[src/rtl/ram_arb_pkg.sv]
// ram_arb_pkg
// Purpose: shared definitions for the command-RAM arbiter.
//   - Command word layout: {opcode[1:0], payload[7:0]}.
//   - Opcode values understood by the RAM command decoder.
//   - Arbiter state encoding.
// Ports: none (package).
package ram_arb_pkg;

    localparam int CMD_W  = 10;
    localparam int DATA_W = 8;

    localparam logic [1:0] OP_WR_ADDR = 2'b00;
    localparam logic [1:0] OP_WR_DATA = 2'b01;
    localparam logic [1:0] OP_RD_ADDR = 2'b10;
    localparam logic [1:0] OP_RD_DATA = 2'b11;

    typedef enum logic [1:0] {
        IDLE    = 2'd0,
        LOCKED  = 2'd1,
        RD_WAIT = 2'd2
    } arb_state_t;

endpackage

[src/rtl/ram_arb_timer.sv]
// ram_arb_timer
// Purpose: saturating cycle counter with a combinational expiry flag.
//   The flag is raised during the i_limit-th consecutive enabled cycle,
//   so the owner of the timer can react in that same cycle.
// Ports:
//   clk        in  1  rising-edge clock
//   rst_n      in  1  asynchronous active-low reset
//   i_clear    in  1  synchronous clear (has priority over counting)
//   i_enable   in  1  count this cycle
//   i_limit    in  W  number of enabled cycles before expiry
//   o_expired  out 1  high during the cycle that reaches i_limit
module ram_arb_timer #(
    parameter int W = 7
) (
    input  logic         clk,
    input  logic         rst_n,
    input  logic         i_clear,
    input  logic         i_enable,
    input  logic [W-1:0] i_limit,
    output logic         o_expired
);

    logic [W-1:0] r_count;

    // Count enabled cycles, holding at the limit instead of wrapping.
    always_ff @(posedge clk or negedge rst_n) begin
        if (!rst_n) begin
            r_count <= '0;
        end else if (i_clear) begin
            r_count <= '0;
        end else if (i_enable && (r_count != i_limit)) begin
            r_count <= r_count + W'(1);
        end
    end

    // Flag the cycle in which the limit-th enabled cycle is happening.
    assign o_expired = i_enable && (r_count == (i_limit - W'(1)));

endmodule

[src/rtl/ram_cmd_arbiter.sv]
// ram_cmd_arbiter
// Purpose: shares the single-port 256x8 command RAM between port 0 (SPI slave)
//   and port 1 (local host/debug master). Round-robin grant in IDLE; after an
//   address opcode the granting port keeps the RAM until its data opcode, a
//   re-lock, or a lock timeout. Read data is routed back to the issuing port.
// Ports:
//   clk, rst_n                 clock / asynchronous active-low reset
//   i_reqN_valid, i_reqN_cmd   port N command handshake (N = 0, 1)
//   o_reqN_ready               port N may issue this cycle
//   o_rspN_valid, o_rspN_data  port N read response (1-cycle pulse)
//   o_ram_din, o_ram_rx_valid  registered command strobe to the RAM
//   i_ram_tx_valid, i_ram_dout RAM read-data strobe and data
//   o_owner                    current / last granted port
//   o_busy                     arbiter not in IDLE
//   o_timeout_err              1-cycle pulse on lock or read timeout
module ram_cmd_arbiter
    import ram_arb_pkg::*;
#(
    parameter int LOCK_TIMEOUT = 64,
    parameter int RD_TIMEOUT   = 4
) (
    input  logic              clk,
    input  logic              rst_n,
    input  logic              i_req0_valid,
    input  logic [CMD_W-1:0]  i_req0_cmd,
    output logic              o_req0_ready,
    output logic              o_rsp0_valid,
    output logic [DATA_W-1:0] o_rsp0_data,
    input  logic              i_req1_valid,
    input  logic [CMD_W-1:0]  i_req1_cmd,
    output logic              o_req1_ready,
    output logic              o_rsp1_valid,
    output logic [DATA_W-1:0] o_rsp1_data,
    output logic [CMD_W-1:0]  o_ram_din,
    output logic              o_ram_rx_valid,
    input  logic              i_ram_tx_valid,
    input  logic [DATA_W-1:0] i_ram_dout,
    output logic              o_owner,
    output logic              o_busy,
    output logic              o_timeout_err
);

    localparam int TMR_MAX = (LOCK_TIMEOUT > RD_TIMEOUT) ? LOCK_TIMEOUT : RD_TIMEOUT;
    localparam int TMR_W   = $clog2(TMR_MAX) + 1;
    localparam logic [TMR_W-1:0] LOCK_LIMIT = TMR_W'(LOCK_TIMEOUT);
    localparam logic [TMR_W-1:0] RD_LIMIT   = TMR_W'(RD_TIMEOUT);

    arb_state_t        r_state;
    arb_state_t        w_nextState;
    logic              r_owner;
    logic              r_rrPtr;
    logic              r_timeoutErr;
    logic [CMD_W-1:0]  r_ramDin;
    logic              r_ramRxValid;
    logic              r_rsp0Valid;
    logic              r_rsp1Valid;
    logic [DATA_W-1:0] r_rsp0Data;
    logic [DATA_W-1:0] r_rsp1Data;

    logic              w_ready0;
    logic              w_ready1;
    logic              w_accept;
    logic              w_accPort;
    logic [CMD_W-1:0]  w_accCmd;
    logic [1:0]        w_accOp;
    logic              w_nextOwner;
    logic              w_nextRrPtr;
    logic              w_timeoutHit;
    logic              w_rspFire;
    logic              w_lockExpired;
    logic              w_rdExpired;

    // Ready offer. In IDLE the preferred port is always offered; the other
    // port only when the preferred one is not asking, so at most one accept
    // can happen and no port's ready looks at its own valid.
    always_comb begin
        w_ready0 = 1'b0;
        w_ready1 = 1'b0;
        case (r_state)
            IDLE: begin
                if (r_rrPtr == 1'b0) begin
                    w_ready0 = 1'b1;
                    w_ready1 = !i_req0_valid;
                end else begin
                    w_ready1 = 1'b1;
                    w_ready0 = !i_req1_valid;
                end
            end
            LOCKED: begin
                w_ready0 = !r_owner;
                w_ready1 = r_owner;
            end
            default: begin
                w_ready0 = 1'b0;
                w_ready1 = 1'b0;
            end
        endcase
    end

    assign w_accept  = (i_req0_valid && w_ready0) || (i_req1_valid && w_ready1);
    assign w_accPort = i_req1_valid && w_ready1;
    assign w_accCmd  = w_accPort ? i_req1_cmd : i_req0_cmd;
    assign w_accOp   = w_accCmd[CMD_W-1:CMD_W-2];

    // Lock timer runs only on locked cycles where the owner issues nothing.
    ram_arb_timer #(.W(TMR_W)) u_lockTimer (
        .clk       (clk),
        .rst_n     (rst_n),
        .i_clear   ((r_state != LOCKED) || w_accept),
        .i_enable  ((r_state == LOCKED) && !w_accept),
        .i_limit   (LOCK_LIMIT),
        .o_expired (w_lockExpired)
    );

    // Read timer runs while waiting for the RAM's read strobe.
    ram_arb_timer #(.W(TMR_W)) u_rdTimer (
        .clk       (clk),
        .rst_n     (rst_n),
        .i_clear   (r_state != RD_WAIT),
        .i_enable  ((r_state == RD_WAIT) && !i_ram_tx_valid),
        .i_limit   (RD_LIMIT),
        .o_expired (w_rdExpired)
    );

    // Next-state logic. A real owner accept or a returning read always beats
    // a timer expiring in the same cycle.
    always_comb begin
        w_nextState  = r_state;
        w_nextOwner  = r_owner;
        w_nextRrPtr  = r_rrPtr;
        w_timeoutHit = 1'b0;
        w_rspFire    = 1'b0;
        case (r_state)
            IDLE: begin
                if (w_accept) begin
                    w_nextOwner = w_accPort;
                    w_nextRrPtr = !w_accPort;
                    case (w_accOp)
                        OP_WR_ADDR, OP_RD_ADDR: w_nextState = LOCKED;
                        OP_RD_DATA:             w_nextState = RD_WAIT;
                        default:                w_nextState = IDLE;
                    endcase
                end
            end
            LOCKED: begin
                if (w_accept) begin
                    case (w_accOp)
                        OP_WR_DATA: w_nextState = IDLE;
                        OP_RD_DATA: w_nextState = RD_WAIT;
                        default:    w_nextState = LOCKED;
                    endcase
                end else if (w_lockExpired) begin
                    w_nextState  = IDLE;
                    w_nextRrPtr  = !r_owner;
                    w_timeoutHit = 1'b1;
                end
            end
            RD_WAIT: begin
                if (i_ram_tx_valid) begin
                    w_nextState = IDLE;
                    w_rspFire   = 1'b1;
                end else if (w_rdExpired) begin
                    w_nextState  = IDLE;
                    w_timeoutHit = 1'b1;
                end
            end
            default: begin
                w_nextState = IDLE;
            end
        endcase
    end

    // Control registers: state, ownership, round-robin pointer, error pulse.
    always_ff @(posedge clk or negedge rst_n) begin
        if (!rst_n) begin
            r_state      <= IDLE;
            r_owner      <= 1'b0;
            r_rrPtr      <= 1'b0;
            r_timeoutErr <= 1'b0;
        end else begin
            r_state      <= w_nextState;
            r_owner      <= w_nextOwner;
            r_rrPtr      <= w_nextRrPtr;
            r_timeoutErr <= w_timeoutHit;
        end
    end

    // Datapath registers: RAM command strobe and per-port read responses.
    // Response data only changes for the port that receives a response.
    always_ff @(posedge clk or negedge rst_n) begin
        if (!rst_n) begin
            r_ramDin     <= '0;
            r_ramRxValid <= 1'b0;
            r_rsp0Valid  <= 1'b0;
            r_rsp1Valid  <= 1'b0;
            r_rsp0Data   <= '0;
            r_rsp1Data   <= '0;
        end else begin
            r_ramRxValid <= w_accept;
            if (w_accept) begin
                r_ramDin <= w_accCmd;
            end
            r_rsp0Valid <= w_rspFire && !r_owner;
            r_rsp1Valid <= w_rspFire && r_owner;
            if (w_rspFire && !r_owner) begin
                r_rsp0Data <= i_ram_dout;
            end
            if (w_rspFire && r_owner) begin
                r_rsp1Data <= i_ram_dout;
            end
        end
    end

    // Ready is forced low while reset is held so nothing looks accepted.
    assign o_req0_ready   = w_ready0 && rst_n;
    assign o_req1_ready   = w_ready1 && rst_n;
    assign o_rsp0_valid   = r_rsp0Valid;
    assign o_rsp0_data    = r_rsp0Data;
    assign o_rsp1_valid   = r_rsp1Valid;
    assign o_rsp1_data    = r_rsp1Data;
    assign o_ram_din      = r_ramDin;
    assign o_ram_rx_valid = r_ramRxValid;
    assign o_owner        = r_owner;
    assign o_busy         = (r_state != IDLE);
    assign o_timeout_err  = r_timeoutErr;

endmodule

[config.mk]
export PLATFORM = sky130hd
export DESIGN_NAME = ram_cmd_arbiter
export DESIGN_NICKNAME = d
export VERILOG_FILES = /design/src/rtl/ram_arb_pkg.sv /design/src/rtl/ram_arb_timer.sv /design/src/rtl/ram_cmd_arbiter.sv
export SDC_FILE = /design/constraint.sdc
export NUM_CORES = 1
export LEC_CHECK = 0
export BUFFER_PORTS_ARGS = -buffer_cell sky130_fd_sc_hd__buf_2
export CORE_ASPECT_RATIO = 0.75
export CORE_MARGIN = 3
export CORE_UTILIZATION = 45
export DETAILED_ROUTE_END_ITERATION = 12
export PLACE_DENSITY = 0.73
export SYNTH_ARGS = -nofsm -noshare
export SYNTH_HDL_FRONTEND = slang
export SYNTH_SLANG_ARGS = --single-unit
[constraint.sdc]
create_clock -name clk -period 2.15 [get_ports clk]
set_input_delay 0.1075 -clock clk [delete_from_list [all_inputs] [get_ports clk]]
set_output_delay 0.1075 -clock clk [all_outputs]
set_load 0.01 [all_outputs]
* Yosys cells after proc, flatten, opt, wreduce, memory -nomap -nowiden *
Cells that the tools add are included.

storage, ports and cells
  flip-flop bits (word level) = 48
  input port bits = 33
  output and inout bits = 34
  word-level logic and storage cells = 88

operators by class
  $add $sub $neg = 2
  equality and inequality tests = 16
  mux-type cells = 28
  reductions and logical operators = 30

operators with widths
  cell                 number
  $mux 7               4
  $add 7x1->7 const B  2
  $logic_and 1x1->1    12
  $mux 1               11
  $mux 10              1
  $mux 2               5
  $pmux 1 s2           4
  $pmux 2 s2           2
  $reduce_bool 2->1    4
  $eq 7x2->1 const B   1
  $eq 7x6->1 const B   1
  $ne 7x3->1 const B   1
  $ne 7x7->1 const B   1
  $eq 2x2->1 const B   3
  $logic_not 1->1      6
  $ne 2x2->1 const B   3
  $ne 3x2->1 const B   2
  $pmux 2 s3           1
  $eq 2x1->1 const B   2
  $logic_not 2->1      2
  $ne 2x1->1 const B   2
  $reduce_and 4->1     1
  $reduce_and 3->1     1
  $logic_or 1x1->1     2
  2 further kinds      2

* Depth between registers and ports, before layout *
Gate-level depths: netlist (run 1).

  depth after elaboration = 11
  depth in mapped cells = 9

* Modules after synthesis *
A second synthesis (run 1) with hierarchy kept.

second synthesis, totals
  cells, all modules = 299
  area total of the unflattened synthesis = 2,864.0 um2

modules (own cells, without submodules)
  module                       times used  cells an instance  area each (um2)  sequential area each (um2)
  ram_cmd_arbiter              1           164                1,675.4          850.8
  ram_arb_timer (u_lockTimer)  1           67                 604.3            175.2
  ram_arb_timer (u_rdTimer)    1           68                 584.3            175.2

* Least setup slack after synthesis (run 1) *
No wires, ideal clock.

  kind = reg2reg
  start = register r_state[1]
  end = register r_ramDin[8] (netlist: o_ram_din[8])
  setup time = 125 ps
  data arrival time = 1,691 ps
  data required time = 2,025 ps
  path slack = 334 ps
  cell stages (with the launch flop) = 9
  period minus slack after synthesis = 1,816 ps
  path through = dfrtp_1 inv_1 ha_1 nand2_1 a21boi_1 nand2b_1 buf_6 mux2_4 mux2_2

on the way
  cells in the longest elaborated chain, start to end = 4
  elaborated cells on any way between the ends = 8
  classes of those cells = 1 x eq/ne; 3 x mux; 4 x reduce/logical

ends and longest elaborated chain
  what                                                  line                                            RTL
  start: declaration                                    ram_cmd_arbiter.sv:48                           arb_state_t r_state;
  start signal: assignment                              ram_cmd_arbiter.sv:181                          r_state <= w_nextState;
  $eq 2x1->1 / $logic_not 2->1 (equally long branches)  ram_cmd_arbiter.sv:79                           case (r_state)
  $pmux 1 s2                                            ram_cmd_arbiter.sv:79
  $logic_and 1x1->1, on equally long branches           ram_cmd_arbiter.sv:100, ram_cmd_arbiter.sv:101
  $mux 10 / $logic_or 1x1->1 (equally long branches)    ram_cmd_arbiter.sv:102, ram_cmd_arbiter.sv:100
  end signal: assignment                                ram_cmd_arbiter.sv:201                          r_ramDin <= w_accCmd;
  end: declaration                                      ram_cmd_arbiter.sv:53                           logic [CMD_W-1:0] r_ramDin;

Several ways; a longest one is shown, not always the timed one.
A chain may end at the register's enable or synchronous reset.

* Final worst setup path (run 1) *
  start = register r_state[1]
  end = register r_ramDin[9] (netlist: o_ram_din[9])

Same word-level chain as after synthesis.

==> impl_metrics.yaml, run 1 <==
placed_design:
  gp_congestion: 0.7794
  dp.final_hpwl_um: 3541
  postPlaceCellArea_um2: 2735
  io_buffer_count: 66
  detailedPlace.worstSlack_ps: 271.6
clocking:
  cts_buffer_depth: 2
  clock_tree.htree_level_count: 2
  cts.root.buffer_cell: "sky130_fd_sc_hd__clkbuf_8"
  cts_tree: "done"
  post_cts_resize_count: 0
  cts_made_buffers: 5
  path_clk_slew_ps: 90
  tritoncts_num_sinks: 48
  worstSkewPairLatency_ps: 300
timing:
  worst_slew_pin_slew_ps: 533.5
  report.final.setup_viol: 0
  timing_max_transition_violations_final: 0
  timing.slew.headroom_pct: 64.10
  post-route-period-util_pct: 88.11
  clock.fmax_mhz: 527.9
  finalHoldViolations: 0
  fin_tns_setup_ps: 0
  layout_min_cycle_time_ps: 1894
  final.setup.worst_slack_ps: 255.6
  rsz0062_at_grt: "no"
  worst_clock_skew_ps: 5.528
layout:
  area_delta_synth_final_pct: 22.85
  layout.cell_area.non_filler_um2: 2873
  drive_above_1_share_pct: 31.60
  layout_common_cells: "66 x sky130_fd_sc_hd__buf_2, 48 x sky130_fd_sc_hd__dfrtp_1, 40 x sky130_fd_sc_hd__nand2_1"
  layout_fillers: 440
  finish.net_count: 346
  layout.cells.most_common: "sky130_fd_sc_hd__buf_2"
  n_antenna_cell: 0
floorplan:
  dieArea_um2: 6107
  starting_density_pct: 47.20
  die_width_um: 89.24
  core_um2: 4955
  num_io_pins: 67
  chip_height_um: 68.43
  fp-row-count: 22
min_path:
  min_delay_src: "i_ram_dout[7]"
  hold-path-endpoint: "o_rsp0_data[7]"
  worst_hold_path_type: "in -> reg"
  hold_path_depth: 3
critical_path:
  path_class: "reg -> reg"
  rr_endpoint: "o_ram_din[9]"
  worst_ep_required_time_ps: 2330
  critPathCaptureType: "flip-flop"
  r2r_setup_slack_ps: 260
  count_of_cells_along_the_worst_register_to_register_path: 8
  timing.critical_path.arrival_ps: 2080
  worstReg2RegStart: "r_state[1]"
  crit_fanout: 9
  crit_path_start_kind: "flip-flop"
power:
  pwr-share-comb_pct: 45.0
  seqPwrFrac_pct: 39.8
  worst_ir_drop_vdd_mv: 0.6719
  pwr_density_cell_nw_per_um2: 1198
  share_clk_of_total_power_pct: 15.2
  intPower_mw: 2.138
  static-leakage-power_nw: 1.472
  switching_share_pct: 37.85
  total_power_mw: 3.441
  p_sw_mw: 1.303
grt:
  number_of_global_route_vias_before_repair: 1730
  global_route_wire_length_before_repair_um: 8197
  globalRouteOverflowTotal: 0
  antenna_found_initial: 0
  grt_use_total_pct: 17.40
  grt_start_max_net_pins: 35
synthesis:
  synth_top_flop_cell: "sky130_fd_sc_hd__dfrtp_1"
  yosysTopAreaCell: "sky130_fd_sc_hd__dfrtp_1"
  ys_types: 41
  synth_cells: 227
  ys_seq_elements: 48
  synth_fp_nets: 267
  synth_top_cells_by_area: "sky130_fd_sc_hd__dfrtp_1 51%, sky130_fd_sc_hd__nand2_1 6.4%, sky130_fd_sc_hd__mux2_2 5.3%, sky130_fd_sc_hd__mux2i_1 4.3%, sky130_fd_sc_hd__ha_1 3.7%"
  synth_top_cell_area_share_pct: 51.36
  number_of_enable_flip_flop_cells_after_synthesis: 0
  post_synth.cell_area_avg_um2: 10.30
  synth_sequential_area_ratio_pct: 51.36
  synthesis.yosys.warnings: 0
  synth.cell_area_um2: 2338
  fraction_of_synthesis_flops_using_an_asynchronous_set_or_reset_pin_pct: 100.0
route:
  routed-via-count: 1838
  count_of_unresolved_drc_violations_after_routing: 0
  drt_antenna_net_count: 0
  first_drt_iteration_drcs: 122
  drt-wirelength-per-cell_um: 12.84
  final_routed_wirelength_um: 4713
  routed_via_density: 5.008
  firstDrtPassIters: 4
outcome:
  run_status: "finished clean"
job:
  max-cap-violations: 0
-- cells in the mapped netlist (all sizes together) (2+ instances only) --
cell and n:
nand3b 2, and2 2, mux2 12, nor2 19, nor4 2, nand3 7
inv 12, a21oi 14, nor2b 3, a31o 2, o21ai 9, a22o 2
nand2b 4, nor3b 2, mux2i 10, xnor2 3, dfrtp 48, ha 7
o31ai 4, xor2 4, nand2 40, buf 5
-- kinds of logic after synthesis --
family                   count (synthesis)  synth area share (%)
multiplexers                            22                 10.22
AND/OR/NAND/NOR                         87                 17.55
adder cells (fa/ha/maj)                  7                 3.745
flip-flops                              48                 51.36
buffers and inverters                   19                 4.708
XOR/XNOR                                 7                 2.622
AO/OA/AOI/OAI                           37                 9.792
-- worst max-delay path: stages, from the launching register on --
cell	delay [ps]
sky130_fd_sc_hd__dfrtp_1	380
sky130_fd_sc_hd__inv_1	80
sky130_fd_sc_hd__ha_1	200
sky130_fd_sc_hd__nand2_1	90
sky130_fd_sc_hd__a21boi_1	190
sky130_fd_sc_hd__nand2b_1	230
sky130_fd_sc_hd__buf_4	250
sky130_fd_sc_hd__mux2i_1	280
sky130_fd_sc_hd__a21oi_1	100
-- cell type report --
type                       count  area [um^2]  share of cell area (%)
sequential                    48         1201                   41.81
multi-input combinational    160         1027                   35.76
timing repair buffer          78        432.9                   15.07
tap                           60        75.07                   2.613
clock buffer                   5        68.82                   2.395
inverter                      13        48.80                   1.699
clock inverter                 3        18.77                  0.6533
-- sequential cells by signal (all words and copies together) (netlist names), 2 cells and up --
| signal | flops |
|---|---|
| o_ram_din | 10 |
| o_rsp0_data | 8 |
| o_rsp1_data | 8 |
| u_lockTimer.r_count | 7 |
| u_rdTimer.r_count | 7 |
| r_state | 2 |
-- how the worst max path moves through the flow --
stage / startpoint / to / slack (ps) / depth (start not counted)
4_1_cts: r_state[1] / o_ram_din[9] / 250 / 8
3_5_place_dp: r_state[1] / o_ram_din[9] / 270 / 8
2_1_floorplan: r_state[1] / o_ram_din[8] / 330 / 8
3_3_place_gp: r_state[1] / o_ram_din[9] / 360 / 8
6_report: r_state[1] / o_ram_din[9] / 260 / 8
5_1_grt: u_rdTimer.r_count[3] / u_rdTimer.r_count[3] / 50 / 5
-- metrics by stage --
step | instances | util [%] | hold slack [ps]
finish | 367 | 57.98 | 19.66
global route | 367 | 57.98 | 23.96
CTS | 367 | 57.98 | 7.403
detailed placement | 354 | 55.20 | 36.61
global placement | 354 | 55.20 | 50.12
floorplan | 227 | - | -188.1
-- power groups by stage --
stage	Sequential, mW	Clock (mW)	Combinational [mW]
2_1_floorplan	1.51	0	0.925
3_3_place_gp	1.39	0	1.52
3_5_place_dp	1.39	0	1.55
4_1_cts	1.37	0.546	1.56
5_1_grt	1.41	0.581	1.76
6_report	1.37	0.522	1.55
-- routing by layer --
layer | share of wire [%] | vias up | track usage [%]
met2 | 42 | 66 | 25.64
met3 | 7.3 | 4 | 4.573
met4 | 0.76 | 0 | 4.461
met1 | 50 | 846 | 25.44
met5 | 0 | - | 0
li1 | - | 922 | -
-- repair_timing --
item / in CTS / in global routing
endpoints found under the hold margin: 18 / 0
endpoints found under the setup margin: 0 / 0
hold buffers: 5 / 0
buffers inserted: 0 / 0
No activity file was read; power rests on OpenSTA's default activity.
==> inputs of run 2 (changes only) <==
BUFFER_PORTS_ARGS = default   (was -buffer_cell sky130_fd_sc_hd__buf_2)
DONT_BUFFER_PORTS = 1   (was default)
PLACE_DENSITY = 0.62   (was 0.73)
clock period = 2.3 ns   (was 2.15 ns; I/O delays follow)
==> run 2 against run 1 <==
  * Total power decreased by 11%
  * Critical path depth is 1 lower
  * Design area is 8.5% lower
  * Clock power is 17% higher
  * Sequential cell count did not move
  * Worst setup slack worse by 23 ps
  * Non-clock buffer count shrank 62
  * Maximum frequency decreased by 8.4%
  * Hold slack gained 1.4 ps
  * Final cell count is 17% lower
  * Largest cell class unchanged
  * Largest power group is now sequential cells
==> impl_metrics.yaml, run 2 (synthesized netlist as in run 1, its figures left out) <==
layout:
  layout.cells.most_common: "sky130_fd_sc_hd__dfrtp_1"
  n_antenna_cell: 0
  finish.net_count: 284
  drive_above_1_share_pct: 12.24
  largest_register_ffs: 10
  layout_common_cells: "48 x sky130_fd_sc_hd__dfrtp_1, 40 x sky130_fd_sc_hd__nand2_1, 19 x sky130_fd_sc_hd__nor2_1"
  area_delta_synth_final_pct: 12.41
timing:
  layout_min_cycle_time_ps: 2067
  worst_hold_slack_ps: 21.11
  finalHoldViolations: 0
  timing_max_transition_violations_final: 0
  worst_clock_skew_ps: 6.924
  worst_slew_pin_slew_ps: 544.6
  rsz0062_at_grt: "no"
  report.final.setup_viol: 0
  clock.fmax_mhz: 483.7
  post-route-period-util_pct: 89.89
  timing.slew.headroom_pct: 63.45
  fin_tns_setup_ps: 0
min_path:
  hold-path-endpoint: "o_ram_din[1]"
  worst_hold_path_type: "in -> reg"
  hold_path_depth: 2
  min_delay_src: "i_req1_cmd[1]"
floorplan:
  fp-row-count: 22
  starting_density_pct: 47.20
  chip_height_um: 68.43
  dieArea_um2: 6107
  num_io_pins: 67
  die_width_um: 89.24
  core_um2: 4955
critical_path:
  crit_path_start_kind: "flip-flop"
  count_of_cells_along_the_worst_register_to_register_path: 7
  r2r_setup_slack_ps: 230
  worstReg2RegStart: "r_state[1]"
  rr_endpoint: "o_ram_din[8]"
  timing.critical_path.arrival_ps: 2260
  worst_ep_required_time_ps: 2490
  path_class: "reg -> reg"
  critPathCaptureType: "flip-flop"
  crit_fanout: 8
grt:
  grt_start_max_net_pins: 49
  antenna_found_initial: 1
  number_of_global_route_vias_before_repair: 1468
  globalRouteOverflowTotal: 0
  grt_use_total_pct: 15.54
  global_route_wire_length_before_repair_um: 7203
power:
  share_clk_of_total_power_pct: 19.8
  static-leakage-power_nw: 1.229
  switching_share_pct: 37.95
  worst_ir_drop_vdd_mv: 0.5778
  intPower_mw: 1.911
  pwr_density_cell_nw_per_um2: 1171
  pwr-share-comb_pct: 33.4
  seqPwrFrac_pct: 46.8
  p_sw_mw: 1.169
route:
  final_routed_wirelength_um: 4673
  first_drt_iteration_drcs: 44
  routed_via_density: 5.449
  drt-wirelength-per-cell_um: 15.32
  count_of_unresolved_drc_violations_after_routing: 0
  drt_antenna_net_count: 0
  firstDrtPassIters: 4
  routed-via-count: 1662
clocking:
  clock_tree.htree_level_count: 2
  cts_buffer_depth: 2
  cts_made_buffers: 5
  tritoncts_num_sinks: 48
  path_clk_slew_ps: 90
  cts_tree: "done"
  post-cts-setup-buffers: 0
  worstSkewPairLatency_ps: 300
  cts.root.buffer_cell: "sky130_fd_sc_hd__clkbuf_8"
job:
  max-cap-violations: 0
outcome:
  run_status: "finished clean"
placed_design:
  io_buffer_count: 0
  gp_congestion: 0.7925
  dp.final_hpwl_um: 3270
## run 2: cell count changes in the layout (fill, tap and decap cells not counted)
cell,change
sky130_fd_sc_hd__clkinvlp_4,+1
sky130_fd_sc_hd__buf_16,+1
sky130_fd_sc_hd__bufinv_16,+1
sky130_fd_sc_hd__clkinv_4,-1
sky130_fd_sc_hd__dlygate4sd3_1,+5
sky130_fd_sc_hd__buf_2,-66
sky130_fd_sc_hd__clkinv_2,-1
sky130_fd_sc_hd__buf_4,-2
## run 2: area by class of cell
cell class / instances / area (um^2)
inverters: 13 / 48.80
fillers: 445 / 2326
clock buffers: 5 / 68.82
repair buffers: 16 / 165.2
well taps: 60 / 75.07
clock inverters: 3 / 42.54
flip-flops and latches: 48 / 1201
multi-input cells: 160 / 1027
## run 2: what timing repair did
item | in CTS | in global routing
gates resized for setup | 0 | 0
hold buffers | 11 | 0
endpoints found under the hold margin | 65 | 0
## run 2: layer usage
metal / track usage [%] / wire (um) / vias up
met3: 7.702 / 482 / 4
met5: 0 / 0 / -
met1: 22.13 / 2194 / 780
li1: - / - / 809
met4: 2.230 / 22 / 0
met2: 21.60 / 1974 / 69
## run 2: stage by stage
| stage | instance area [um^2] | power [mW] | utilization [%] | std cells | worst slack (ps) |
|---|---|---|---|---|---|
| after detailed placement | 2390 | 2.461 | 48.23 | 286 | 262.4 |
| after global placement | 2390 | 2.425 | 48.23 | 286 | 336.8 |
| after CTS | 2629 | 3.116 | 53.06 | 305 | 238.7 |
| after floorplan | 2338 | 2.273 | - | 227 | 484.2 |
| after global routing | 2629 | 3.319 | 53.06 | 305 | 62.19 |
| final | 2629 | 3.079 | 53.06 | 305 | 232.5 |
## run 2: how the worst max path moves through the flow
stage          startpoint      endpoint  cells past startpoint
2_1_floorplan  r_state[1]  o_ram_din[8]                      8
6_report       r_state[1]  o_ram_din[8]                      7
4_1_cts        r_state[1]  o_ram_din[8]                      7
3_3_place_gp   r_state[1]  o_ram_din[8]                      7
5_1_grt        r_state[1]  o_ram_din[5]                      8
3_5_place_dp   r_state[1]  o_ram_din[8]                      7
## run 2: power groups by stage
stage          Sequential [mW]  Clock (mW)  Combinational (mW)
3_3_place_gp              1.46           0               0.968
5_1_grt                   1.49       0.667                1.16
4_1_cts                   1.45       0.629                1.04
6_report                  1.44       0.611                1.03
3_5_place_dp              1.46           0                1.00
2_1_floorplan             1.41           0               0.864
## run 2: worst max-delay path: stages (launching register included)
cell                       delay, ps
sky130_fd_sc_hd__dfrtp_1         410
sky130_fd_sc_hd__inv_1            90
sky130_fd_sc_hd__ha_1            290
sky130_fd_sc_hd__nand2_1         100
sky130_fd_sc_hd__a21boi_1        140
sky130_fd_sc_hd__nand2b_1        310
sky130_fd_sc_hd__mux2_4          360
sky130_fd_sc_hd__mux2_2          260
==> inputs of run 3 (changes only) <==
PLACE_DENSITY = 0.64   (was 0.62)
SYNTH_HIERARCHICAL = 1   (was default)
clock period = 1.8 ns   (was 2.3 ns; I/O delays follow)
==> run 3 against run 2 <==
  * Maximum frequency up 1.5%
  * Clock skew down 0.78 ps
  * Combinational power up 120%
  * Highest routed layer unchanged
  * The flow now finishes with violations (negative setup slack)
  * Synthesized cell count up 32%
  * Utilization up 16 points
  * Hold slack better by 6.3 ps
  * First-iteration DRC count up 140%
  * Largest cell class is now multi-input combinational cells
  * Die area up 21%
  * Sequential cell count unchanged
==> impl_metrics.yaml, run 3 <==
outcome:
  run_status: "finished, violations left"
  violations: "negative setup slack"
critical_path:
  critPathCaptureType: "flip-flop"
  crit_fanout: 3
  rr_endpoint: "r_rrPtr"
  crit_path_start_kind: "flip-flop"
  worst_ep_required_time_ps: 1980
  crit_path_start: "r_state[0]"
  count_of_cells_along_the_worst_register_to_register_path: 11
  r2r_setup_slack_ps: -240
  timing.critical_path.arrival_ps: 2220
  worstReg2RegStart: "r_state[0]"
  path_class: "reg -> reg"
clocking:
  worstSkewPairLatency_ps: 300
  cts.root.buffer_cell: "sky130_fd_sc_hd__clkbuf_8"
  cts_made_buffers: 5
  clock_tree.htree_level_count: 2
  path_clk_slew_ps: 90
  cts_buffer_depth: 2
  cts_tree: "done"
  tritoncts_num_sinks: 48
grt:
  grt_start_max_net_pins: 49
  globalRouteOverflowTotal: 0
  global_route_wire_length_before_repair_um: 10870
  antenna_found_initial: 0
  grt_use_total_pct: 18.39
  number_of_global_route_vias_before_repair: 2389
timing:
  final.setup.worst_slack_ps: -237.4
  report.final.setup_viol: 16
  clock.fmax_mhz: 490.8
  worst_clock_skew_ps: 6.148
  timing_max_transition_violations_final: 0
  worst_slew_pin_slew_ps: 859.5
  post-route-period-util_pct: 113.2
  timing.slew.headroom_pct: 42.26
  fin_tns_setup_ps: -1731
  finalHoldViolations: 0
  layout_min_cycle_time_ps: 2037
  rsz0062_at_grt: "yes"
synthesis:
  synthesis.yosys.warnings: 6
  synth_top_cells_by_area: "sky130_fd_sc_hd__dfrtp_1 42%, sky130_fd_sc_hd__nand2_1 6.3%, sky130_fd_sc_hd__mux2i_1 4.9%, sky130_fd_sc_hd__xnor2_1 4.9%, sky130_fd_sc_hd__xor2_1 4.9%"
  post_synth.cell_area_avg_um2: 9.579
  ys_types: 50
  yosysTopAreaCell: "sky130_fd_sc_hd__dfrtp_1"
  synth.top_cells.by_count: "48 x sky130_fd_sc_hd__dfrtp_1, 48 x sky130_fd_sc_hd__nand2_1, 23 x sky130_fd_sc_hd__nor2_1"
  fraction_of_synthesis_flops_using_an_asynchronous_set_or_reset_pin_pct: 100.0
  ys_seq_elements: 48
  synth_cells: 299
  synth.cell_area_um2: 2864
  number_of_enable_flip_flop_cells_after_synthesis: 0
  synth_top_cell_area_share_pct: 41.94
  synth_sequential_area_ratio_pct: 41.94
  synth_top_flop_cell: "sky130_fd_sc_hd__dfrtp_1"
layout:
  finish.cell_count_without_fillers: 497
  n_antenna_cell: 0
  fin_util_pct: 69.33
  area_delta_synth_final_pct: 44.65
  finish.net_count: 460
  layout.cells.most_common: "sky130_fd_sc_hd__nand2_1"
  layout.cell_area.non_filler_um2: 4143
  largest_register_ffs: 10
  drive_above_1_share_pct: 25.30
  layout_common_cells: "48 x sky130_fd_sc_hd__nand2_1, 47 x sky130_fd_sc_hd__dfrtp_1, 43 x sky130_fd_sc_hd__conb_1"
  layout_fillers: 428
placed_design:
  dp.final_hpwl_um: 4798
  postPlaceCellArea_um2: 3440
  cells_after_dpl: 450
  detailedPlace.worstSlack_ps: -184.3
  io_buffer_count: 0
  gp_congestion: 0.8592
min_path:
  hold_path_depth: 3
  worst_hold_path_type: "in -> reg"
  min_delay_src: "i_req1_valid"
  hold-path-endpoint: "r_rrPtr"
power:
  worst_ir_drop_vdd_mv: 0.7037
  p_sw_mw: 1.912
  intPower_mw: 3.158
  pwr_density_cell_nw_per_um2: 1224
  switching_share_pct: 37.71
  static-leakage-power_nw: 1.925
  pwr-share-comb_pct: 45.6
  share_clk_of_total_power_pct: 18.6
  seqPwrFrac_pct: 35.7
route:
  first_drt_iteration_drcs: 106
  highest_layer: "met4"
  detail_route.wirelength.met1_um: 3379
  final_routed_wirelength_um: 7610
  routed-via-count: 2493
  route.met3.wl_um: 444
  wl_met2_um: 3667
  routed_via_density: 5.016
  firstDrtPassIters: 6
  drt-wirelength-per-cell_um: 15.31
  drt_antenna_net_count: 0
  count_of_unresolved_drc_violations_after_routing: 0
floorplan:
  num_io_pins: 67
  dieArea_um2: 7368
  die_width_um: 98.12
  starting_density_pct: 47.93
  chip_height_um: 75.09
  fp-row-count: 24
  core_um2: 5976
job:
  max-cap-violations: 0
-- run 3: cell count changes in the layout (fill, tap and decap cells not counted), moves of 5 or more --
cell                            change
sky130_fd_sc_hd__o21ai_1           +13
sky130_fd_sc_hd__dlygate4sd3_1     +18
sky130_fd_sc_hd__xor2_1            +10
sky130_fd_sc_hd__xnor2_1           +12
sky130_fd_sc_hd__a21oi_1            -7
sky130_fd_sc_hd__nand4_1            +7
sky130_fd_sc_hd__buf_4             +36
sky130_fd_sc_hd__o21ai_0            -5
sky130_fd_sc_hd__conb_1            +43
sky130_fd_sc_hd__a21oi_2            +5
sky130_fd_sc_hd__nand2_1            +8
-- run 3: timing repair --
action                                 4_1_cts  5_1_grt
endpoints found under the hold margin       74        0
setup endpoints to repair                   14       30
hold buffers                                29        0
setup buffers                                3        5
gates resized for setup                     10       20
pin swaps                                    7        9
gates cloned                                 0        2
-- run 3: logic make-up after synthesis --
logic type                 synth area share, %
buffers and inverters                    3.932
AOI/OAI and AO/OA                        11.36
muxes                                    9.218
adders and majority gates                3.932
DFF                                      41.94
other                                   0.2622
and+or+nand+nor                          19.57
xor gates and xnor gates                 9.786
-- run 3: stage by stage --
stage,hold slack (ps),power (mW)
6_report,27.38,5.071
3_3_place_gp,-204.2,3.600
3_5_place_dp,-204.0,3.649
4_1_cts,18.34,4.717
2_1_floorplan,-205.6,3.046
5_1_grt,27.12,5.351
-- run 3: layout make-up --
class                      count  area [um^2]  share of cell area, %
inverter                      14        52.55                  1.268
sequential                    48         1202                  29.02
tap                           78        97.59                  2.356
clock inverter                 3        68.82                  1.661
multi-input combinational    270         1882                  45.42
timing repair buffer          79        770.7                  18.60
clock buffer                   5        68.82                  1.661
-- run 3: per-layer routing --
metal	GRT usage, %	up-vias
li1	-	1215
met2	31.00	78
met1	24.07	1186
met5	0	-
met4	4.762	0
met3	4.722	14
-- run 3: power by group through the flow --
stage	sequential, mW	clock (mW)	combinational, mW
3_3_place_gp	1.83	0	1.77
2_1_floorplan	1.77	0	1.27
4_1_cts	1.81	0.965	1.94
3_5_place_dp	1.83	0	1.82
5_1_grt	1.85	0.998	2.50
6_report	1.81	0.944	2.31
-- run 3: how the worst max path moves through the flow --
| stage | endpoint | slack, ps | depth (start not counted) |
|---|---|---|---|
| after global routing | r_rrPtr | -370 | 11 |
| after detailed placement | r_state[1] | -180 | 10 |
| after floorplan | r_rrPtr | -150 | 12 |
| after CTS | r_rrPtr | -180 | 11 |
| final | r_rrPtr | -240 | 11 |
| after global placement | r_state[1] | -60 | 10 |
-- run 3: worst max-delay path: stages, from the launching register on --
cell and delay (ps):
sky130_fd_sc_hd__dfrtp_1 410, sky130_fd_sc_hd__inv_2 80, sky130_fd_sc_hd__ha_4 170, sky130_fd_sc_hd__o21a_4 210
sky130_fd_sc_hd__nor2_4 120, sky130_fd_sc_hd__o21ai_2 80, sky130_fd_sc_hd__inv_2 60, sky130_fd_sc_hd__nand4_1 90
sky130_fd_sc_hd__nor4_2 230, sky130_fd_sc_hd__o211ai_1 200, sky130_fd_sc_hd__mux2i_1 180, sky130_fd_sc_hd__o21ai_1 70
